==> src/rtl/riscv_decode_pkg.sv <==
// -----------------------------------------------------------------------------
// riscv_decode_pkg
// Shared decode definitions for the RV32 front end: major opcode values,
// the instruction-format enum and the immediate width driven to the
// 12->32 sign extender.
// -----------------------------------------------------------------------------
package riscv_decode_pkg;

   localparam int XLEN  = 32;
   localparam int IMM_W = 12;

   // Major opcodes (instr[6:0])
   localparam logic [6:0] OP_LOAD   = 7'h03;
   localparam logic [6:0] OP_IMM    = 7'h13;
   localparam logic [6:0] OP_STORE  = 7'h23;
   localparam logic [6:0] OP_BRANCH = 7'h63;
   localparam logic [6:0] OP_LUI    = 7'h37;
   localparam logic [6:0] OP_AUIPC  = 7'h17;
   localparam logic [6:0] OP_JAL    = 7'h6F;
   localparam logic [6:0] OP_JALR   = 7'h67;
   localparam logic [6:0] OP_SYSTEM = 7'h73;
   localparam logic [6:0] OP_REG    = 7'h33;

   typedef enum logic [2:0] {
      FMT_R    = 3'd0,
      FMT_I    = 3'd1,
      FMT_S    = 3'd2,
      FMT_B    = 3'd3,
      FMT_U    = 3'd4,
      FMT_J    = 3'd5,
      FMT_NONE = 3'd6
   } fmt_t;

endpackage : riscv_decode_pkg

==> src/rtl/imm_field_mux.sv <==
// -----------------------------------------------------------------------------
// imm_field_mux
// Purely combinational: classifies an instruction word by opcode and
// reassembles its 12-bit immediate (I/S/B) or 20-bit upper immediate (U).
// J-type, R-type and unknown opcodes present imm12 = 0.
//
// Ports
//   i_instr  in   32     instruction word
//   o_fmt    out  fmt_t  decoded format
//   o_imm12  out  IMM_W  immediate for the sign extender, sign bit at [11]
//   o_imm20  out  20     instr[31:12] for U-type, else 0
// -----------------------------------------------------------------------------
module imm_field_mux
   import riscv_decode_pkg::*;
(
   input  logic [31:0]      i_instr,
   output fmt_t             o_fmt,
   output logic [IMM_W-1:0] o_imm12,
   output logic [19:0]      o_imm20
);

   always_comb begin
      // NOTE: every output gets a default before the case so no path leaves
      // one unassigned, which would otherwise infer a latch.
      o_fmt   = FMT_NONE;
      o_imm12 = '0;
      o_imm20 = '0;
      case (i_instr[6:0])
         OP_LOAD, OP_IMM, OP_JALR, OP_SYSTEM: begin
            o_fmt   = FMT_I;
            o_imm12 = i_instr[31:20];
         end
         OP_STORE: begin
            o_fmt   = FMT_S;
            o_imm12 = {i_instr[31:25], i_instr[11:7]};
         end
         OP_BRANCH: begin
            // Branch offset bits [12:1]; bit 0 is implicitly zero.
            o_fmt   = FMT_B;
            o_imm12 = {i_instr[31], i_instr[7], i_instr[30:25], i_instr[11:8]};
         end
         OP_LUI, OP_AUIPC: begin
            o_fmt   = FMT_U;
            o_imm20 = i_instr[31:12];
         end
         OP_JAL: o_fmt = FMT_J;
         OP_REG: o_fmt = FMT_R;
         default: o_fmt = FMT_NONE;
      endcase
   end

endmodule : imm_field_mux

==> src/rtl/imm_field_decode_stage.sv <==
// -----------------------------------------------------------------------------
// imm_field_decode_stage
// One-deep decode pipeline register sitting in front of the 12->32 sign
// extender. Accepts an instruction/PC pair behind a valid/ready handshake,
// decodes format and immediate combinationally on the way in, and holds the
// registered fields until downstream consumes them. A new instruction can be
// loaded in the same cycle the held one is consumed (1 instr/cycle).
//
// Optional feature: define DECODE_ILLEGAL_CHECK_EN to flag unknown opcodes
// and non-32-bit encodings (instr[1:0] != 2'b11) on out_illegal. Without it
// out_illegal is tied low.
//
// Ports
//   clk, reset          rising-edge clock, synchronous active-high reset
//   in_valid/in_ready   upstream handshake (in_ready is combinational)
//   in_instr, in_pc     fetched instruction and its PC
//   flush               drop the held instruction, block loading this cycle
//   out_valid/out_ready downstream handshake
//   out_pc .. out_funct7  registered PC and raw instruction fields
//   out_fmt             decoded format (FMT_NONE after reset)
//   out_imm12           immediate to the extender
//   out_imm20           U-type upper immediate
//   out_illegal         illegal-encoding flag (feature-dependent)
// -----------------------------------------------------------------------------
module imm_field_decode_stage
   import riscv_decode_pkg::*;
#(
   parameter int XLEN  = riscv_decode_pkg::XLEN,
   parameter int IMM_W = riscv_decode_pkg::IMM_W
)(
   input  logic             clk,
   input  logic             reset,
   input  logic             in_valid,
   output logic             in_ready,
   input  logic [XLEN-1:0]  in_instr,
   input  logic [XLEN-1:0]  in_pc,
   input  logic             flush,
   output logic             out_valid,
   input  logic             out_ready,
   output logic [XLEN-1:0]  out_pc,
   output logic [6:0]       out_opcode,
   output logic [4:0]       out_rd,
   output logic [4:0]       out_rs1,
   output logic [4:0]       out_rs2,
   output logic [2:0]       out_funct3,
   output logic [6:0]       out_funct7,
   output fmt_t             out_fmt,
   output logic [IMM_W-1:0] out_imm12,
   output logic [19:0]      out_imm20,
   output logic             out_illegal
);

   fmt_t             w_fmt;
   logic [IMM_W-1:0] w_imm12;
   logic [19:0]      w_imm20;
   logic             w_load;

   logic             r_valid;
   logic [XLEN-1:0]  r_pc;
   logic [6:0]       r_opcode;
   logic [4:0]       r_rd;
   logic [4:0]       r_rs1;
   logic [4:0]       r_rs2;
   logic [2:0]       r_funct3;
   logic [6:0]       r_funct7;
   fmt_t             r_fmt;
   logic [IMM_W-1:0] r_imm12;
   logic [19:0]      r_imm20;

   imm_field_mux u_imm_field_mux (
      .i_instr (in_instr),
      .o_fmt   (w_fmt),
      .o_imm12 (w_imm12),
      .o_imm20 (w_imm20)
   );

   // The slot is free when empty or being drained this cycle; flush blocks
   // loading so the discarded path can't slip an instruction in.
   assign in_ready = !flush && (!r_valid || out_ready);
   assign w_load   = in_valid && in_ready;

   always_ff @(posedge clk) begin
      // NOTE: state registers use non-blocking assignments so every register
      // samples pre-edge values regardless of statement order.
      if (reset) begin
         r_valid  <= 1'b0;
         r_pc     <= '0;
         r_opcode <= '0;
         r_rd     <= '0;
         r_rs1    <= '0;
         r_rs2    <= '0;
         r_funct3 <= '0;
         r_funct7 <= '0;
         r_fmt    <= FMT_NONE;
         r_imm12  <= '0;
         r_imm20  <= '0;
      end else if (flush) begin
         r_valid <= 1'b0;
      end else if (w_load) begin
         r_valid  <= 1'b1;
         r_pc     <= in_pc;
         r_opcode <= in_instr[6:0];
         r_rd     <= in_instr[11:7];
         r_rs1    <= in_instr[19:15];
         r_rs2    <= in_instr[24:20];
         r_funct3 <= in_instr[14:12];
         r_funct7 <= in_instr[31:25];
         r_fmt    <= w_fmt;
         r_imm12  <= w_imm12;
         r_imm20  <= w_imm20;
      end else if (out_ready) begin
         // Drained with nothing behind it: data fields keep their last value.
         r_valid <= 1'b0;
      end
   end

   assign out_valid  = r_valid;
   assign out_pc     = r_pc;
   assign out_opcode = r_opcode;
   assign out_rd     = r_rd;
   assign out_rs1    = r_rs1;
   assign out_rs2    = r_rs2;
   assign out_funct3 = r_funct3;
   assign out_funct7 = r_funct7;
   assign out_fmt    = r_fmt;
   assign out_imm12  = r_imm12;
   assign out_imm20  = r_imm20;

`ifdef DECODE_ILLEGAL_CHECK_EN
   logic w_illegal;
   logic r_illegal;

   assign w_illegal = (w_fmt == FMT_NONE) || (in_instr[1:0] != 2'b11);

   always_ff @(posedge clk) begin
      if (reset || flush) begin
         r_illegal <= 1'b0;
      end else if (w_load) begin
         r_illegal <= w_illegal;
      end
   end

   assign out_illegal = r_illegal;
`else
   assign out_illegal = 1'b0;
`endif

endmodule : imm_field_decode_stage
==> config.mk <==
export PLATFORM = sky130hd
export DESIGN_NAME = imm_field_decode_stage
export DESIGN_NICKNAME = d
export VERILOG_FILES = /design/src/rtl/riscv_decode_pkg.sv /design/src/rtl/imm_field_mux.sv /design/src/rtl/imm_field_decode_stage.sv
export SDC_FILE = /design/constraint.sdc
export NUM_CORES = 1
export LEC_CHECK = 0
export CAP_MARGIN = 20
export CORE_UTILIZATION = 46
export DETAILED_ROUTE_END_ITERATION = 16
export HOLD_SLACK_MARGIN = 0.12
export PLACE_DENSITY = 0.83
export SLEW_MARGIN = 20
export SYNTH_ARGS = -nofsm -noshare
export SYNTH_HDL_FRONTEND = slang
export SYNTH_HIERARCHICAL = 1
export SYNTH_SLANG_ARGS = --single-unit
==> constraint.sdc <==
create_clock -name clk -period 1.63 [get_ports clk]
set_input_delay 0.326 -clock clk [delete_from_list [all_inputs] [get_ports clk]]
set_output_delay 0.326 -clock clk [all_outputs]
set_load 0.005 [all_outputs]
==> summary.md, run 1 <==
| Metric | Value |
|---|---|
| Global route overflow | `0` |
| Crit Path Class | `flop to output pin` |
| Cell Rows | `37` |
| VDD IR max | `500 uV` |
| Drt first pass iters | `4` |
| Starting Density | `47.8%` |
| Area delta synth->final | `46.4%` |
| Clk sinks | `100` |
| Synth area leader | `dfxtp_1` |
| Diodes inserted | `0` |
| Dominant synthesized flop cell | `dfxtp_1` |
| Final WL | `~12000 um` |
| DP Area | `between 0.006 and 0.007 mm^2` |
| Post-Layout Cell Count | `827` |
| CP delay by family, top | `buffers and inverters` |
| Most frequent cells after synthesis | `nand2b_1 (194), mux2i_1 (105), dfxtp_1 (100), and2_1 (20), clkbuf_1 (19)` |
| Largest net degree at the start of global routing | `approximately 110` |
| Die W | `about 110 um` |
| WL/cell | `about 15 um` |
| Lkg Pwr | `around 2.8 nW` |
| Vias per inst | `around 4.8` |
| Worst-path fanout max | `2` |
| Power Density | `slightly below 700 mW/mm^2` |
| Fillers | `around 820` |
| Syn. warnings | `6` |
| Setup crit end kind | `output pin` |
| Yosys reg bits | `100` |
| Clock transition at the registers of the reported paths | `around 0.1 ns` |
| Ports | `between 150 and 200` |
| Synth async-reset ratio | `0%` |
| CTS tree | `yes` |
| Worst Path Arrival | `about 1.3 ns` |
| Vias | `slightly below 4k` |
| RSZ-0062 raised after global routing | `false` |
| Share of the yosys chip area belonging to registers | `around two fifths` |
| Inst Count DP | `806` |
| Final net count | `~760` |
| Worst path required time | `~1.3 ns` |
| H-tree levels | `3` |
| Max Clk Rate | `between 600 and 700 MHz` |
| Synth top area share | `40.2%` |
| Inserted Clock Buffers | `9` |
| Synth top area cells | `dfxtp_1 (40%), nand2b_1 (24%), mux2i_1 (21%), and2_1 (2.5%), buf_4 (1.8%)` |
| Synthesized cell area | `about 0.0050 mm^2` |
| Final hold violations | `0` |
| Worst Slack Setup Final | `about 0.047 ns` |
| DRT iter0 DRCs | `approximately 120` |
| Status | `complete, no violations` |
| Core Area | `~0.010 mm^2` |
| Final core occ | `a little over two thirds` |
| Post-synthesis cell type count | `35` |
| GRT Total Usage | `a little over a fifth` |
| Skew final | `between 0.006 and 0.007 ns` |
| DRC | `0` |
| Skew-Pair Late Insertion Delay | `around 0.36 ns` |
| Setup WS pre-CTS | `-0.388 ns` |
| Die H | `between 100 and 150 um` |
| Hold buffer count at CTS | `0` |
| Max-cap violations | `0` |
| Slew Limit Fails | `0` |
| Share of cells above drive strength 1 | `under 10%` |
| Routability congestion estimate | `between 0.7 and 0.8` |
| Vias in the first global route | `4061` |
| Hold Crit Class | `input pin to flop` |
| Crit-path cells | `clkdlybuf4s50_1` |
| Hold WS | `around 0.40 ns` |
| Endpoints failing setup | `0` |
| Number of flops mapped to enable cells by yosys | `0` |
| Root buffer cell | `clkbuf_8` |
| Synth Instances | `between 500 and 600` |
| Die area | `approximately 0.011 mm^2` |
| Cell with the most instances after synthesis | `nand2b_1` |
| Initial antenna violation count | `1` |
| Syn Area/Cell | `around 9.8 um^2` |
| Routed Antenna Nets | `0` |
| Worst path slowest cell | `clkdlybuf4s50_1` |
| Worst setup SP type | `flop` |
| Tmin final | `between 1.5 and 2 ns` |
| Worst path max stage delay | `between 0.5 and 0.6 ns` |
| Final instance area | `roughly 0.0073 mm^2` |
| Clock Path Buffers | `2` |
| Final Cycle Share | `97.1%` |
| Synth Net Count | `577` |
| Port Buf Inserts | `169` |
| First-pass GRT wire length | `between 15000 and 20000 um` |
| Hpwl dp | `8780 um` |
| Buf/Inv on CP | `1` |
[layout by cell type, fill, tap and decap left out, types with 2 or more instances in the layout]
| master | n |
|---|---|
| a22o_1 | 6 |
| a31oi_1 | 2 |
| and2_1 | 20 |
| buf_12 | 9 |
| buf_4 | 25 |
| buf_6 | 3 |
| clkbuf_16 | 2 |
| clkbuf_8 | 9 |
| clkdlybuf4s50_1 | 157 |
| clkinv_4 | 3 |
| clkinvlp_4 | 3 |
| dfxtp_1 | 100 |
| dlymetal6s2s_1 | 10 |
| mux2i_1 | 105 |
| nand2_1 | 2 |
| nand2b_1 | 194 |
| nor2_1 | 10 |
| nor2_4 | 2 |
| o21ai_0 | 2 |
| o2bb2ai_1 | 5 |
[worst min-delay path: stages]
cell and delay [ns]:
dlymetal6s2s_1 0.13, buf_6 0.14, nand2b_1 0.06, mux2i_1 0.06
[worst paths after layout]
path | to | cells after the start | slack (ns) | startpoint
min reg2reg | out_funct7[1]$_SDFFE_PP0P_ | 2 | 0.48 | out_funct7[1]$_SDFFE_PP0P_
min | out_opcode[2]$_SDFFE_PP0P_ | 4 | 0.40 | in_instr[2]
max | out_pc[3] | 1 | 0.05 | out_pc[3]$_SDFFE_PP0P_
max reg2reg | out_imm20[12]$_SDFFE_PP0P_ | 5 | 0.30 | out_valid$_SDFFE_PP0P_
[metal layers]
layer | part of all wire [%] | vias up | global-route usage (%) | routed length, um
met5 | 0.11 | - | 0 | 13
met2 | 50 | 91 | 39.6 | 6140
met4 | 2.5 | 2 | 9.13 | 312
met3 | 5.0 | 25 | 5.27 | 615
met1 | 42 | 1841 | 24.8 | 5230
li1 | - | 2003 | - | -
[flip-flops by register name, summed over array words and instances, names as in the netlist]
register    flops
out_opcode      7
out_rd          5
out_fmt         3
out_rs2         5
out_valid       1
out_imm20      20
out_rs1         5
out_funct7      7
out_funct3      3
out_imm12      12
out_pc         32
[final cells by class]
class | count | area [um^2] | share of cell area [%]
multi-input cells | 367 | 2780 | 38.1
clock buffers | 9 | 124 | 1.70
clock inverters | 7 | 53.8 | 0.738
repair buffers | 207 | 2160 | 29.6
inverters | 1 | 3.75 | 0.0515
flip-flops and latches | 100 | 2000 | 27.5
well taps | 136 | 170 | 2.34
[power breakdown]
group / total, W / internal, W / switching (W)
clock network: 0.00145 / 0.000560 / 0.000893
registers: 0.00258 / 0.00253 / 0.0000478
logic: 0.000896 / 0.000560 / 0.000336
total: 0.00492 / 0.00365 / 0.00128
[through the flow]
step                total power (W)  setup TNS, ns
floorplan                   0.00303              0
global placement            0.00350         -15.22
detailed placement          0.00352         -17.93
CTS                         0.00497              0
global route                0.00515              0
finish                      0.00492              0
[cells by family (layout without fill, tap and decap cells)]
family | count (synthesis) | in the layout | synth area share (%)
other | 1 | 1 | 0.0754
multiplexers | 105 | 105 | 21.1
XOR/XNOR | 1 | 1 | 0.327
AO/OA/AOI/OAI | 20 | 20 | 3.19
flip-flops | 100 | 100 | 40.2
buffers and inverters | 41 | 224 | 4.80
AND/OR/NAND/NOR | 240 | 240 | 30.2
[repair_timing]
item / CTS / global route
gates cloned: 0 / 2
pin swaps: 1 / 5
gates resized for setup: 1 / 19
endpoints found under the setup margin: 3 / 37
hold endpoints to repair: 0 / 0
setup buffers: 0 / 3
(Power assumes the default switching activity.)
==> run 2: changes to the inputs <==
--- a/config.mk
+++ b/config.mk
@@ -6,10 +6,13 @@
 export NUM_CORES = 1
 export LEC_CHECK = 0
 export CAP_MARGIN = 20
-export CORE_UTILIZATION = 46
+export CELL_PAD_IN_SITES_DETAIL_PLACEMENT = 1
+export CELL_PAD_IN_SITES_GLOBAL_PLACEMENT = 2
+export CORE_UTILIZATION = 27
 export DETAILED_ROUTE_END_ITERATION = 16
+export GPL_TIMING_DRIVEN = 0
 export HOLD_SLACK_MARGIN = 0.12
-export PLACE_DENSITY = 0.83
+export PLACE_DENSITY = 0.82
 export SLEW_MARGIN = 20
 export SYNTH_ARGS = -nofsm -noshare
 export SYNTH_HDL_FRONTEND = slang
==> summary.md, run 2 (synthesis results as in run 1) <==
| Metric | Value |
|---|---|
| Max-cap violations | `0 (unchanged)` |
| Reg2reg path depth | `6 (was 5)` |
| Tmin final | `1.57 ns (was 1.58 ns)` |
| Skew-Pair Late Insertion Delay | `0.34 ns (was 0.36 ns)` |
| Setup crit end kind | `output pin (unchanged)` |
| Ports | `171 (unchanged)` |
| Routability congestion estimate | `0.770 (was 0.788)` |
| Switching pwr | `0.00138 W (was 0.00128 W)` |
| Die H | `138 um (was 106 um)` |
| Int Pwr | `0.00463 W (was 0.00365 W)` |
| HP Start | `in_instr[0] (was in_instr[2])` |
| Starting Density | `27.6% (was 47.8%)` |
| Clk sinks | `100 (unchanged)` |
| Setup WS pre-CTS | `-0.621 ns (was -0.388 ns)` |
| Lkg Pwr | `2.64 nW (was 2.76 nW)` |
| Worst-path fanout max | `2 (unchanged)` |
| Max reg flops | `32 (unchanged)` |
| Global route overflow | `0 (unchanged)` |
| Max Clk Rate | `638 MHz (was 632 MHz)` |
| Crit path to | `out_rd[4] (was out_pc[3])` |
| Worst path max stage delay | `0.56 ns (was 0.53 ns)` |
| Crit-path cells | `clkdlybuf4s50_1 (unchanged)` |
| Share of cells above drive strength 1 | `7.35% (was 9.70%)` |
| Power Density | `818 mW/mm^2 (was 676 mW/mm^2)` |
| Most frequent cells in the layout | `nand2b_1 (194), clkdlybuf4s50_1 (158), mux2i_1 (105) (was nand2b_1 (194), clkdlybuf4s50_1 (157), mux2i_1 (105))` |
| Initial antenna violation count | `0 (was 1)` |
| Switching Fraction | `22.9% (was 25.9%)` |
| Final core occ | `40.7% (was 70.0%)` |
| Area delta synth->final | `47.5% (was 46.4%)` |
| Root buffer cell | `clkbuf_16 (was clkbuf_8)` |
| Critical path origin | `out_rd[4]$_SDFFE_PP0P_ (was out_pc[3]$_SDFFE_PP0P_)` |
| First-pass GRT wire length | `23700 um (was 19600 um)` |
| Most common cell after layout, fill and taps aside | `nand2b_1 (unchanged)` |
| Clock transition at the registers of the reported paths | `0.07 ns (was 0.10 ns)` |
| Hold WS | `0.305 ns (was 0.397 ns)` |
| Sequential Area | `0.00200 mm^2 (unchanged)` |
| Die W | `138 um (was 106 um)` |
| Hold buffer count at CTS | `0 (unchanged)` |
| GRT Total Usage | `16.6% (was 22.0%)` |
| RSZ-0062 raised after global routing | `true (was false)` |
| Worst hold path cell count | `3 (was 4)` |
| Final Cycle Share | `96.1% (was 97.1%)` |
| VDD IR max | `452 uV (was 500 uV)` |
| Hpwl dp | `11900 um (was 8780 um)` |
| Slew Limit Fails | `0 (unchanged)` |
| Post-Layout Cell Count | `923 (was 827)` |
| Port Buf Inserts | `168 (was 169)` |
| Worst path required time | `1.30 ns (about the same)` |
| Vias per inst | `4.50 (was 4.79)` |
| WL/cell | `16.9 um (was 14.9 um)` |
| Die area | `0.0190 mm^2 (was 0.0112 mm^2)` |
| Buf/Inv on CP | `1 (unchanged)` |
| Status | `complete, no violations (unchanged)` |
| R2r setup slk | `0.12 ns (was 0.30 ns)` |
| Worst Slack Setup Final | `0.0629 ns (was 0.0468 ns)` |
| Diodes inserted | `0 (unchanged)` |
| Worst Tran Pin Value | `~0.52 ns` |
| Multi-input gate area | `0.00276 mm^2 (was 0.00278 mm^2)` |
| Routed Antenna Nets | `0 (unchanged)` |
| H-tree levels | `3 (unchanged)` |
| Combinational power share | `14.6% (was 18.2%)` |
| Core Area | `0.0180 mm^2 (was 0.0104 mm^2)` |
| Critical path depth | `1 (unchanged)` |
| Final net count | `758 (was 755)` |
| CTS tree | `yes (unchanged)` |
| Skew final | `0.00443 ns (was 0.00669 ns)` |
| Final hold violations | `0 (unchanged)` |
| Endpoints failing setup | `0 (unchanged)` |
| Inserted Clock Buffers | `9 (unchanged)` |
| Worst R2R End | `out_pc[18]$_SDFFE_PP0P_ (was out_imm20[12]$_SDFFE_PP0P_)` |
| Slew headroom | `between 60% and 70%` |
| Worst Path Arrival | `1.24 ns (was 1.26 ns)` |
| DRT iter0 DRCs | `96 (was 121)` |
| Vias | `4157 (was 3962)` |
| Worst setup SP type | `flop (unchanged)` |
| Largest net degree at the start of global routing | `16 (was 109)` |
| RR Startpoint | `out_valid$_SDFFE_PP0P_ (unchanged)` |
| Worst path slowest cell | `clkdlybuf4s50_1 (unchanged)` |
| Clock Power Share | `42.4% (was 29.5%)` |
| DRC | `0 (unchanged)` |
| Hold Crit Class | `input pin to flop (unchanged)` |
| CP delay by family, top | `buffers and inverters (unchanged)` |
| Inst Count DP | `905 (was 806)` |
| Vias in the first global route | `4397 (was 4061)` |
| Crit Path Class | `flop to output pin (unchanged)` |
| Final WL | `15600 um (was 12300 um)` |
| Clock Path Buffers | `2 (unchanged)` |
| Reg power frac | `43.0% (was 52.3%)` |
| Drt first pass iters | `4 (unchanged)` |
| Cell Rows | `49 (was 37)` |
| Fillers | `2029 (was 823)` |
## run 2: changes by cell type in the layout (fill, tap and decap cells not counted), moves of 5 or more
cell / change
buf_6: +5
dlymetal6s2s_1: -10
dlygate4sd2_1: +6
clkbuf_1: +20
buf_12: -9
clkbuf_16: +7
clkbuf_8: -7
buf_4: -14
## run 2: worst min path at each step
stage	end	slack, ns
6_report	out_opcode[0]$_SDFFE_PP0P_	0.30
3_3_place_gp	out_rd[4]$_SDFFE_PP0P_	0.46
4_1_cts	out_valid$_SDFFE_PP0P_	0.32
5_1_grt	out_opcode[0]$_SDFFE_PP0P_	0.32
3_5_place_dp	out_pc[10]$_SDFFE_PP0P_	0.46
2_1_floorplan	out_valid$_SDFFE_PP0P_	0.41
## run 2: layout make-up
class,count,area share (%)
buffer,40,3.48
clock buffer,12,3.49
clock inverter,4,1.30
inverter,1,0.0511
multi-input combinational,367,37.6
sequential,100,27.3
tap,229,3.90
timing repair buffer,170,22.9
## run 2: through the flow
stage	total power, W	setup TNS (ns)	instance area [um^2]
3_5_place_dp	0.00353	-34.50	6940
2_1_floorplan	0.00303	0	4980
6_report	0.00600	0	7340
5_1_grt	0.00626	-0.00131	7340
4_1_cts	0.00611	0	7330
3_3_place_gp	0.00350	-31.97	6940
## run 2: what timing repair did
| action | in CTS | in global routing |
|---|---|---|
| setup buffers | 1 | 0 |
| cloned | 1 | 0 |
| resized for setup | 18 | 10 |
| endpoints found under the setup margin | 36 | 10 |
| pin swaps | 4 | 2 |
## run 2: layer usage
layer / up-vias / part of all wire [%] / track usage [%]
met2: 96 / 50 / 29.3
met5: - / 0 / 0
li1: 2028 / - / -
met1: 2024 / 44 / 20.3
met3: 9 / 4.7 / 3.20
met4: 0 / 0.90 / 5.25
## run 2: power by group through the flow
stage | Clock [W] | Combinational (W) | Sequential (W)
2_1_floorplan | 0 | 0.000397 | 0.00263
3_3_place_gp | 0 | 0.000871 | 0.00263
3_5_place_dp | 0 | 0.000892 | 0.00264
4_1_cts | 0.00263 | 0.000896 | 0.00258
5_1_grt | 0.00272 | 0.000950 | 0.00259
6_report | 0.00255 | 0.000879 | 0.00258
## run 2: worst min-delay path, cell delays in order
cell and delay (ns):
clkbuf_2 0.12, nand2b_1 0.08, mux2i_1 0.06
